`src/rtl/keypad_pkg.sv`:
```
// Shared types and constants for the matrix keypad scanner.
package keypad_pkg;

    localparam int unsigned COLS  = 4;
    localparam int unsigned ROWS  = 4;
    localparam int unsigned COL_W = 2;
    localparam int unsigned ROW_W = 2;
    localparam int unsigned KEY_W = ROW_W + COL_W;

    localparam logic [COLS-1:0] COL_IDLE = 4'b1110;

    typedef enum logic [1:0] {
        SCAN     = 2'd0,
        DEBOUNCE = 2'd1,
        HELD     = 2'd2,
        RELEASE  = 2'd3
    } scan_state_t;

    // Active-low one-hot column drive for a column index.
    function automatic logic [COLS-1:0] col_drive(input logic [COL_W-1:0] idx);
        return ~(COLS'(1) << idx);
    endfunction

    // True when exactly one row line is pulled low.
    function automatic logic single_low(input logic [ROWS-1:0] rows);
        return $countones(~rows) == 1;
    endfunction

    // Index of the lowest row line that is pulled low.
    function automatic logic [ROW_W-1:0] low_row(input logic [ROWS-1:0] rows);
        logic [ROW_W-1:0] idx;
        idx = '0;
        for (int i = int'(ROWS) - 1; i >= 0; i--) begin
            if (!rows[i]) idx = ROW_W'(i);
        end
        return idx;
    endfunction

    // Row pattern seen when only the given row is pulled low.
    function automatic logic [ROWS-1:0] row_pattern(input logic [ROW_W-1:0] idx);
        logic [ROWS-1:0] pat;
        pat      = '1;
        pat[idx] = 1'b0;
        return pat;
    endfunction

endpackage

```
`src/rtl/keypad_scan_tick_gen.sv`:
```
// Free-running divider producing a one-clock tick every SCAN_DIV cycles.
module scan_tick_gen #(
    parameter int unsigned SCAN_DIV = 50_000
) (
    input  logic clk,
    input  logic reset,
    output logic tick_c
);

    localparam int unsigned DIV_W = (SCAN_DIV > 1) ? $clog2(SCAN_DIV) : 1;

    logic [DIV_W-1:0] div_cnt;

    assign tick_c = (div_cnt == DIV_W'(SCAN_DIV - 1));

    always_ff @(posedge clk or posedge reset) begin
        if (reset) begin
            div_cnt <= '0;
        end else if (tick_c) begin
            div_cnt <= '0;
        end else begin
            div_cnt <= div_cnt + DIV_W'(1);
        end
    end

endmodule

```
`src/rtl/keypad_scan.sv`:
```
// 4x4 matrix keypad scanner with debounce and a one-entry valid/ack holding register.
// Optional auto-repeat while a key is held: define KEYPAD_REPEAT_EN.
module keypad_scan
    import keypad_pkg::*;
#(
    parameter int unsigned SCAN_DIV       = 50_000,
    parameter int unsigned DEBOUNCE_SCANS = 4,
    parameter int unsigned REPEAT_SCANS   = 64
) (
    input  logic             clk,
    input  logic             reset,
    input  logic [ROWS-1:0]  row_in,
    output logic [COLS-1:0]  col_out,
    output logic [KEY_W-1:0] key_code,
    output logic             key_valid,
    input  logic             key_ack,
    output logic             overrun
);

    localparam int unsigned DEB_W = $clog2(DEBOUNCE_SCANS + 1);
    // Press is accepted on the tick that makes DEBOUNCE_SCANS matching samples in total.
    localparam logic [DEB_W-1:0] DEB_EMIT = DEB_W'((DEBOUNCE_SCANS > 1) ? DEBOUNCE_SCANS - 2 : 0);
    localparam logic [DEB_W-1:0] DEB_DONE = DEB_W'((DEBOUNCE_SCANS > 0) ? DEBOUNCE_SCANS - 1 : 0);

    logic              tick;
    logic [ROWS-1:0]   row_meta;
    logic [ROWS-1:0]   row_s;
    scan_state_t       state;
    scan_state_t       state_nxt;
    logic [COL_W-1:0]  col_idx;
    logic [COL_W-1:0]  col_idx_nxt;
    logic [ROW_W-1:0]  cand_row;
    logic [ROW_W-1:0]  cand_row_nxt;
    logic [DEB_W-1:0]  deb_cnt;
    logic [DEB_W-1:0]  deb_cnt_nxt;
    logic              emit_c;
    logic [KEY_W-1:0]  emit_code_c;

`ifdef KEYPAD_REPEAT_EN
    localparam int unsigned REP_W = $clog2(REPEAT_SCANS + 1);
    localparam logic [REP_W-1:0] REP_LAST = REP_W'(REPEAT_SCANS - 1);

    logic [REP_W-1:0] rep_cnt;
    logic [REP_W-1:0] rep_cnt_nxt;
`else
    // Keeps the repeat parameter referenced when auto-repeat is compiled out.
    logic unused_repeat;
    assign unused_repeat = (REPEAT_SCANS == 0);
`endif

    scan_tick_gen #(
        .SCAN_DIV (SCAN_DIV)
    ) u_tick (
        .clk    (clk),
        .reset  (reset),
        .tick_c (tick)
    );

    // Two-flop synchroniser for the asynchronous row lines (idle high).
    always_ff @(posedge clk or posedge reset) begin
        if (reset) begin
            row_meta <= '1;
            row_s    <= '1;
        end else begin
            row_meta <= row_in;
            row_s    <= row_meta;
        end
    end

    // State and scan registers.
    always_ff @(posedge clk or posedge reset) begin
        if (reset) begin
            state    <= SCAN;
            col_idx  <= '0;
            cand_row <= '0;
            deb_cnt  <= '0;
            col_out  <= COL_IDLE;
`ifdef KEYPAD_REPEAT_EN
            rep_cnt  <= '0;
`endif
        end else begin
            state    <= state_nxt;
            col_idx  <= col_idx_nxt;
            cand_row <= cand_row_nxt;
            deb_cnt  <= deb_cnt_nxt;
            col_out  <= col_drive(col_idx_nxt);
`ifdef KEYPAD_REPEAT_EN
            rep_cnt  <= rep_cnt_nxt;
`endif
        end
    end

    assign emit_code_c = {cand_row, col_idx};

    // Next-state logic; every decision is taken on a scan tick only.
    always_comb begin
        state_nxt    = state;
        col_idx_nxt  = col_idx;
        cand_row_nxt = cand_row;
        deb_cnt_nxt  = deb_cnt;
        emit_c       = 1'b0;
`ifdef KEYPAD_REPEAT_EN
        rep_cnt_nxt  = rep_cnt;
`endif
        if (tick) begin
            unique case (state)
                SCAN: begin
                    if (single_low(row_s)) begin
                        cand_row_nxt = low_row(row_s);
                        deb_cnt_nxt  = '0;
                        state_nxt    = DEBOUNCE;
                    end else begin
                        col_idx_nxt = col_idx + COL_W'(1);
                    end
                end
                DEBOUNCE: begin
                    if (row_s == row_pattern(cand_row)) begin
                        deb_cnt_nxt = deb_cnt + DEB_W'(1);
                        if (deb_cnt == DEB_EMIT) begin
                            emit_c    = 1'b1;
                            state_nxt = HELD;
`ifdef KEYPAD_REPEAT_EN
                            rep_cnt_nxt = '0;
`endif
                        end
                    end else begin
                        state_nxt   = SCAN;
                        col_idx_nxt = col_idx + COL_W'(1);
                    end
                end
                HELD: begin
                    if (row_s == '1) begin
                        deb_cnt_nxt = '0;
                        state_nxt   = RELEASE;
`ifdef KEYPAD_REPEAT_EN
                        rep_cnt_nxt = '0;
                    end else if (rep_cnt == REP_LAST) begin
                        emit_c      = 1'b1;
                        rep_cnt_nxt = '0;
                    end else begin
                        rep_cnt_nxt = rep_cnt + REP_W'(1);
`endif
                    end
                end
                RELEASE: begin
                    if (row_s == '1) begin
                        if (deb_cnt == DEB_DONE) begin
                            state_nxt   = SCAN;
                            col_idx_nxt = col_idx + COL_W'(1);
                        end else begin
                            deb_cnt_nxt = deb_cnt + DEB_W'(1);
                        end
                    end else begin
                        state_nxt = HELD;
                    end
                end
                default: state_nxt = SCAN;
            endcase
        end
    end

    // Holding register: a new key loads when empty or accepted in the same cycle.
    always_ff @(posedge clk or posedge reset) begin
        if (reset) begin
            key_code  <= '0;
            key_valid <= 1'b0;
            overrun   <= 1'b0;
        end else if (emit_c) begin
            if (!key_valid || key_ack) begin
                key_code  <= emit_code_c;
                key_valid <= 1'b1;
                if (key_valid && key_ack) overrun <= 1'b0;
            end else begin
                overrun <= 1'b1;
            end
        end else if (key_valid && key_ack) begin
            key_valid <= 1'b0;
            overrun   <= 1'b0;
        end
    end

endmodule

```
`config.mk`:
```
export PLATFORM = sky130hd
export DESIGN_NAME = keypad_scan
export DESIGN_NICKNAME = d
export VERILOG_FILES = /design/src/rtl/keypad_pkg.sv /design/src/rtl/keypad_scan_tick_gen.sv /design/src/rtl/keypad_scan.sv
export SDC_FILE = /design/constraint.sdc
export NUM_CORES = 1
export LEC_CHECK = 0
export ABC_AREA = 1
export CAP_MARGIN = 15
export CORE_MARGIN = 1
export CORE_UTILIZATION = 36
export DETAILED_ROUTE_END_ITERATION = 8
export SYNTH_ARGS = -nofsm -noshare
export SYNTH_HDL_FRONTEND = slang
export SYNTH_SLANG_ARGS = --single-unit
```
`constraint.sdc`:
```
create_clock -name clk -period 6.4 [get_ports clk]
set_clock_uncertainty 0.1 [all_clocks]
set_input_delay 0.64 -clock clk [delete_from_list [all_inputs] [get_ports clk]]
set_output_delay 0.64 -clock clk [all_outputs]
set_load 0.1 [all_outputs]
```
### After elaboration in Yosys (flattened, before gate mapping)

Cells that the tools add are included.

* register bits: 43
* bits in latches: 0
* memory bits (writable): 0
* bits in read-only memories: 0
* input bits: 7
* output and inout bits: 10
* memories kept: 0

* $add $sub $neg: 6
* $mul: 0
* divide/modulo/power cells: 0
* magnitude comparators: 2
* equal/unequal tests: 17
* shift operators: 1
* mux-type cells: 36
* bitwise operators: 3
* reductions and logical operators: 11

Operator list (number)
* 2-bit two-way mux: 15
* 16-bit by 1-bit adder with 16-bit output (second input constant): 1
* 16-bit equality test (second input constant): 1
* 16-bit two-way mux: 1
* 3-bit two-way mux: 5
* 4-bit NOT: 3
* 3-bit one-hot mux with 4 select lines: 1
* 1-bit two-way mux: 11
* 2-bit != test (second input constant): 5
* 2-bit one-hot mux with 4 select lines: 1
* 3-bit by 2-bit equality test with 1-bit output (second input constant): 2
* 3-bit != test (second input constant): 2
* 2-bit one-hot mux with 3 select lines: 1
* 6-bit AND reduction: 1
* 5-bit AND reduction: 1
* 1-bit by 1-bit adder with 2-bit output: 2
* 2-bit equality test (second input constant): 2
* 4-bit equality test: 1
* 4-bit equality test (second input constant): 1
* 2-bit AND reduction: 2
* 1-bit by 2-bit << shifter with 4-bit output (first input constant): 1
* 2-bit by 2-bit adder with 3-bit output: 1
* 3-bit by 1-bit adder with 3-bit output (second input constant): 1
* 3-bit by 1-bit equality test with 1-bit output (second input constant): 1
* other kinds (12): 13

### Longest topological paths before layout

* depth in word-level cells: 11
* mapped depth: 14
* gate-level depth less buffers: 14

### Hierarchy

From an unflattened synthesis, not the netlist that was laid out.

* cells, all modules: 275
* area total of the unflattened synthesis: 2267.2 µm²

Modules (own cells, without submodules)
* keypad_scan: times used 1, cells each 154, area an instance 1365.1 µm²
* scan_tick_gen: times used 1, cells each 121, area an instance 902.1 µm²

### Worst setup path after synthesis

No wires, ideal clock.

* kind: register to register
* start point: register row_s[1]
* end point: register state[1]
* setup time: 0.117 ns
* arrival: 2.088 ns
* required time: 6.183 ns
* setup slack: 4.095 ns
* stages on the path, launching flop included: 13
* clock period less this slack: 2.305 ns
* path through: dfstp_2 > fa_1 > inv_1 > ha_1 > ha_1 > inv_1 > nand3b_1 > nand2_1 > nand2_1 > nor3_2 > nand3_1 > nand2_1 > nand2_1

* longest elaborated chain between the ends: 6
* elaborated cells on any way between the ends: 14

RTL lines
* start: declaration: RTL line keypad_scan.sv:27 `logic [ROWS-1:0] row_s;`
* start signal: assignment: RTL line keypad_scan.sv:66 `row_s <= row_meta;`
* 4-bit NOT: RTL line keypad_pkg.sv:26 `return $countones(~rows) == 1;`
* 1-bit by 1-bit adder with 2-bit output (not written as such): RTL line keypad_pkg.sv:26
* 2-bit by 2-bit adder with 3-bit output (not written as such): RTL line keypad_pkg.sv:26
* 3-bit by 1-bit equality test with 1-bit output: RTL line keypad_pkg.sv:26
* 2-bit != test (no line)
* 5-bit AND reduction (no line)
* end signal: assignment: RTL line keypad_scan.sv:82 `state <= state_nxt;`
* end: declaration: RTL line keypad_scan.sv:28 `scan_state_t state;`

Parallel ways exist; a longest one is shown, timed or not.
A chain may end at the register's enable or synchronous reset.

### Worst setup path in the final report

* start point: register col_out[3]
* end point: output port col_out[3]

RTL lines
* start: declaration: RTL line keypad_scan.sv:13 `output logic [COLS-1:0] col_out,`
* start signal: assignment: RTL line keypad_scan.sv:86 `col_out <= col_drive(col_idx_nxt);`

No word-level cell between the ends.

==> summary.txt <==
Logic synthesis
  • Top cell type by total area after synthesis: dfrtp_1
  • Yosys top cell area share: 34.2%
  • Netlist Area Pre-Place: 2340 um^2
  • Post-synth top flop: dfrtp_1
  • Ys async rst share: 100%
  • Number of flops mapped to enable cells by yosys: 0
  • Dominant cells by area after synthesis: dfrtp_1 34%, dfstp_2 12%, nand2_1 11%
  • Syn nets: 303
  • Syn Area/Cell: 8.13 um^2
  • Post-synthesis sequential area ratio: 46.5%
  • Cell variety after synth: 32
  • Yosys warns: 0
  • Synthesized instance count: 288
  • Yosys reg bits: 43

Final layout
  • Syn-to-layout area delta: 16.9%
  • Storage cell area: 1090 um^2
  • Most frequent cells in the layout: 67 x nand2_1, 42 x inv_1, 32 x dfrtp_1
  • Non-filler instance count after layout: 390
  • Area of the multi-input gates: 1060 um^2
  • Fill cells: 642
  • Nets: 327
  • Diode count: 0
  • Most common cell after layout, fill and taps aside: nand2_1
  • Fraction of layout cells with a size suffix above 1: 15.7%
  • Final instance area: 2740 um^2

Timing
  • TNS Setup: 0 ns
  • Max Slew Vio Count: 0
  • Crit share post-route: 41.7%
  • Final Setup Violations: 0
  • Final min period: 2.67 ns
  • Slew @ Worst Pin: 0.974 ns
  • RSZ-0062 raised after global routing: no
  • Fmax: 375 MHz
  • Slew headroom: 34.9%
  • Final hold vios: 0

Floorplanning
  • Die ar.: 6830 um^2
  • Die width: 82.7 um
  • Ports: 17
  • Core area: 6310 um^2
  • Initial cell density of the core: 37.1%
  • Die Span Y: 82.7 um
  • # rows: 29

Pwr
  • Pwr/cell area: 206 nW/um^2
  • Clock Power Share: 44.5%
  • Overall power: 563 uW
  • NetSw: 119 uW
  • Int Power: 444 uW
  • Sequential share of power: 49.7%
  • Leakage: 1.31 nW
  • Switching share of total power: 21.1%
  • Comb power frac: 5.8%
  • VDD IR max: 0.000131 V

Setup path
  • WP data arrival: 1.93 ns
  • Setup CP Type: reg -> out
  • CP delay by family, top: buffers and inverters
  • WP data required: 5.66 ns
  • Crit Path Max Fanout: 1
  • CP Cell Sequence: clkdlybuf4s50_1
  • CP peak stage delay: 1.12 ns
  • Crit. End Element: primary output
  • CP max stage cell: clkdlybuf4s50_1
  • Startpoint types: flip-flop
  • Buffer and inverter count on the worst path: 1

Clocking
  • Longest Clk Path Bufs: 2
  • H-tree levels: 2
  • CTS sink count: 43
  • Hold_buf cts: 0
  • Postcts setup bufs: 0
  • Worst-path clk slew: 0.08 ns
  • CTS root buffer: clkbuf_8
  • TritonCTS clock tree: built
  • Clock latency at the later pin of the worst-skew pair: 0.30 ns
  • TritonCTS Buffers: 5
  • Resized cells post-CTS: 0

Route
  • Via count: 1852
  • Residual DRC count: 0
  • Initial DRC count: 93
  • Detailed Routing Iterations Pass 1: 4
  • Total routed wirelength: 4430 um
  • Via-to-Cell Ratio: 4.75
  • Post-route ant nets: 0
  • Routed WL per cell: 11.4 um

Place
  • PortBufs: 16
  • Hpwl dp: 3310 um
  • Dpl cells: 382
  • Routability cong.: 0.878
  • Placed Area: 2610 um^2

Global routing
  • First-pass GRT wire length: 7830 um
  • Largest net degree at the start of global routing: 44
  • Initial antenna violation count: 0
  • Vias in the first global route: 1787
  • Grt ovf: 0
  • Total Routing Usage GR: 15.3%

Hold path
  • Hold crit path type: reg -> reg

Run status
  • Status: finished, final reports clean

Flow run
  • Max-cap viol count: 0
==> flip-flops by register name, summed over array words and instances (netlist names), 2 cells and up <==
name            count
col_out             4
cand_row            2
col_idx             2
u_tick.div_cnt     16
state               2
row_s               4
deb_cnt             3
key_code            4
row_meta            4
==> cell type report <==
class / instances / area share, %
timing repair buffer: 17 / 6.12
multi-input combinational: 194 / 38.7
clock buffer: 6 / 2.65
clock inverter: 2 / 2.19
tap: 77 / 3.52
sequential: 43 / 39.8
inverter: 51 / 6.99
==> worst paths after layout <==
kind	start	end	slack (ns)	cells after the start
setup / recovery	col_out[3]$_DFF_PP1_	col_out[3]	3.73	1
hold / removal	row_meta[2]$_DFF_PP1_	row_s[2]$_DFF_PP1_	0.26	0
min in group asynchronous	reset	u_tick.div_cnt[5]$_DFF_PP0_	0.66	3
max in group asynchronous	reset	col_out[2]$_DFF_PP1_	5.14	3
hold reg to reg	row_meta[2]$_DFF_PP1_	row_s[2]$_DFF_PP1_	0.26	0
setup reg to reg	row_s[1]$_DFF_PP1_	state[1]$_DFFE_PP0P_	3.91	12
==> synth_stat cells (2+ instances only) <==
| cell type | count |
|---|---|
| or2_2 | 2 |
| nor4_1 | 3 |
| ha_1 | 7 |
| inv_2 | 7 |
| nor3_1 | 5 |
| nor2_1 | 29 |
| o21ai_1 | 9 |
| nand2_2 | 4 |
| dfstp_2 | 11 |
| nand3b_1 | 2 |
| o21ai_0 | 7 |
| nand2_1 | 67 |
| nor2_4 | 5 |
| nor2_2 | 2 |
| nor3_2 | 2 |
| inv_1 | 43 |
| nand3_1 | 21 |
| nand3_2 | 3 |
| xor2_1 | 3 |
| nand4_1 | 4 |
| a21oi_1 | 10 |
| dfrtp_1 | 32 |
==> layer usage <==
layer  up-vias  share of wire, %  track usage [%]
li1        955                 -                -
met1       847                50             19.5
met2        42                44             24.9
met3         8               4.2             3.74
met4         0               1.9             5.52
met5         -                 0                0
==> power by group through the flow <==
| stage | registers [mW] | logic (mW) | clock network, mW |
|---|---|---|---|
| after floorplan | 0.287 | 0.0208 | 0 |
| after global placement | 0.285 | 0.0327 | 0 |
| after detailed placement | 0.285 | 0.0333 | 0 |
| after CTS | 0.280 | 0.0334 | 0.258 |
| after global routing | 0.280 | 0.0388 | 0.270 |
| final | 0.280 | 0.0327 | 0.251 |
==> stage by stage <==
stage | hold WS [ns] | setup WS (ns) | utilization, %
global placement | 0.248 | 3.99 | 41.3
finish | 0.259 | 3.73 | 43.4
global route | 0.268 | 3.66 | 43.4
CTS | 0.261 | 3.71 | 43.4
floorplan | 0.245 | 4.09 | -
detailed placement | 0.247 | 3.93 | 41.3
==> worst reg2reg max path, delay by kind of cell, from the launching register on <==
family	cells	cell delay, ns
buf+inv	2	0.16
flops	1	0.60
simple gates	7	0.76
fa+ha+maj	3	0.78
==> logic make-up after synthesis <==
family          count (synthesis)  synth area share [%]
fa+ha+maj                       8                  4.59
compound gates                 30                  6.84
xor+xnor                        3                  1.12
simple gates                  153                  32.7
flops                          43                  46.5
buf+inv                        51                  8.17
Note: power is estimated with default switching activity, not from simulation.
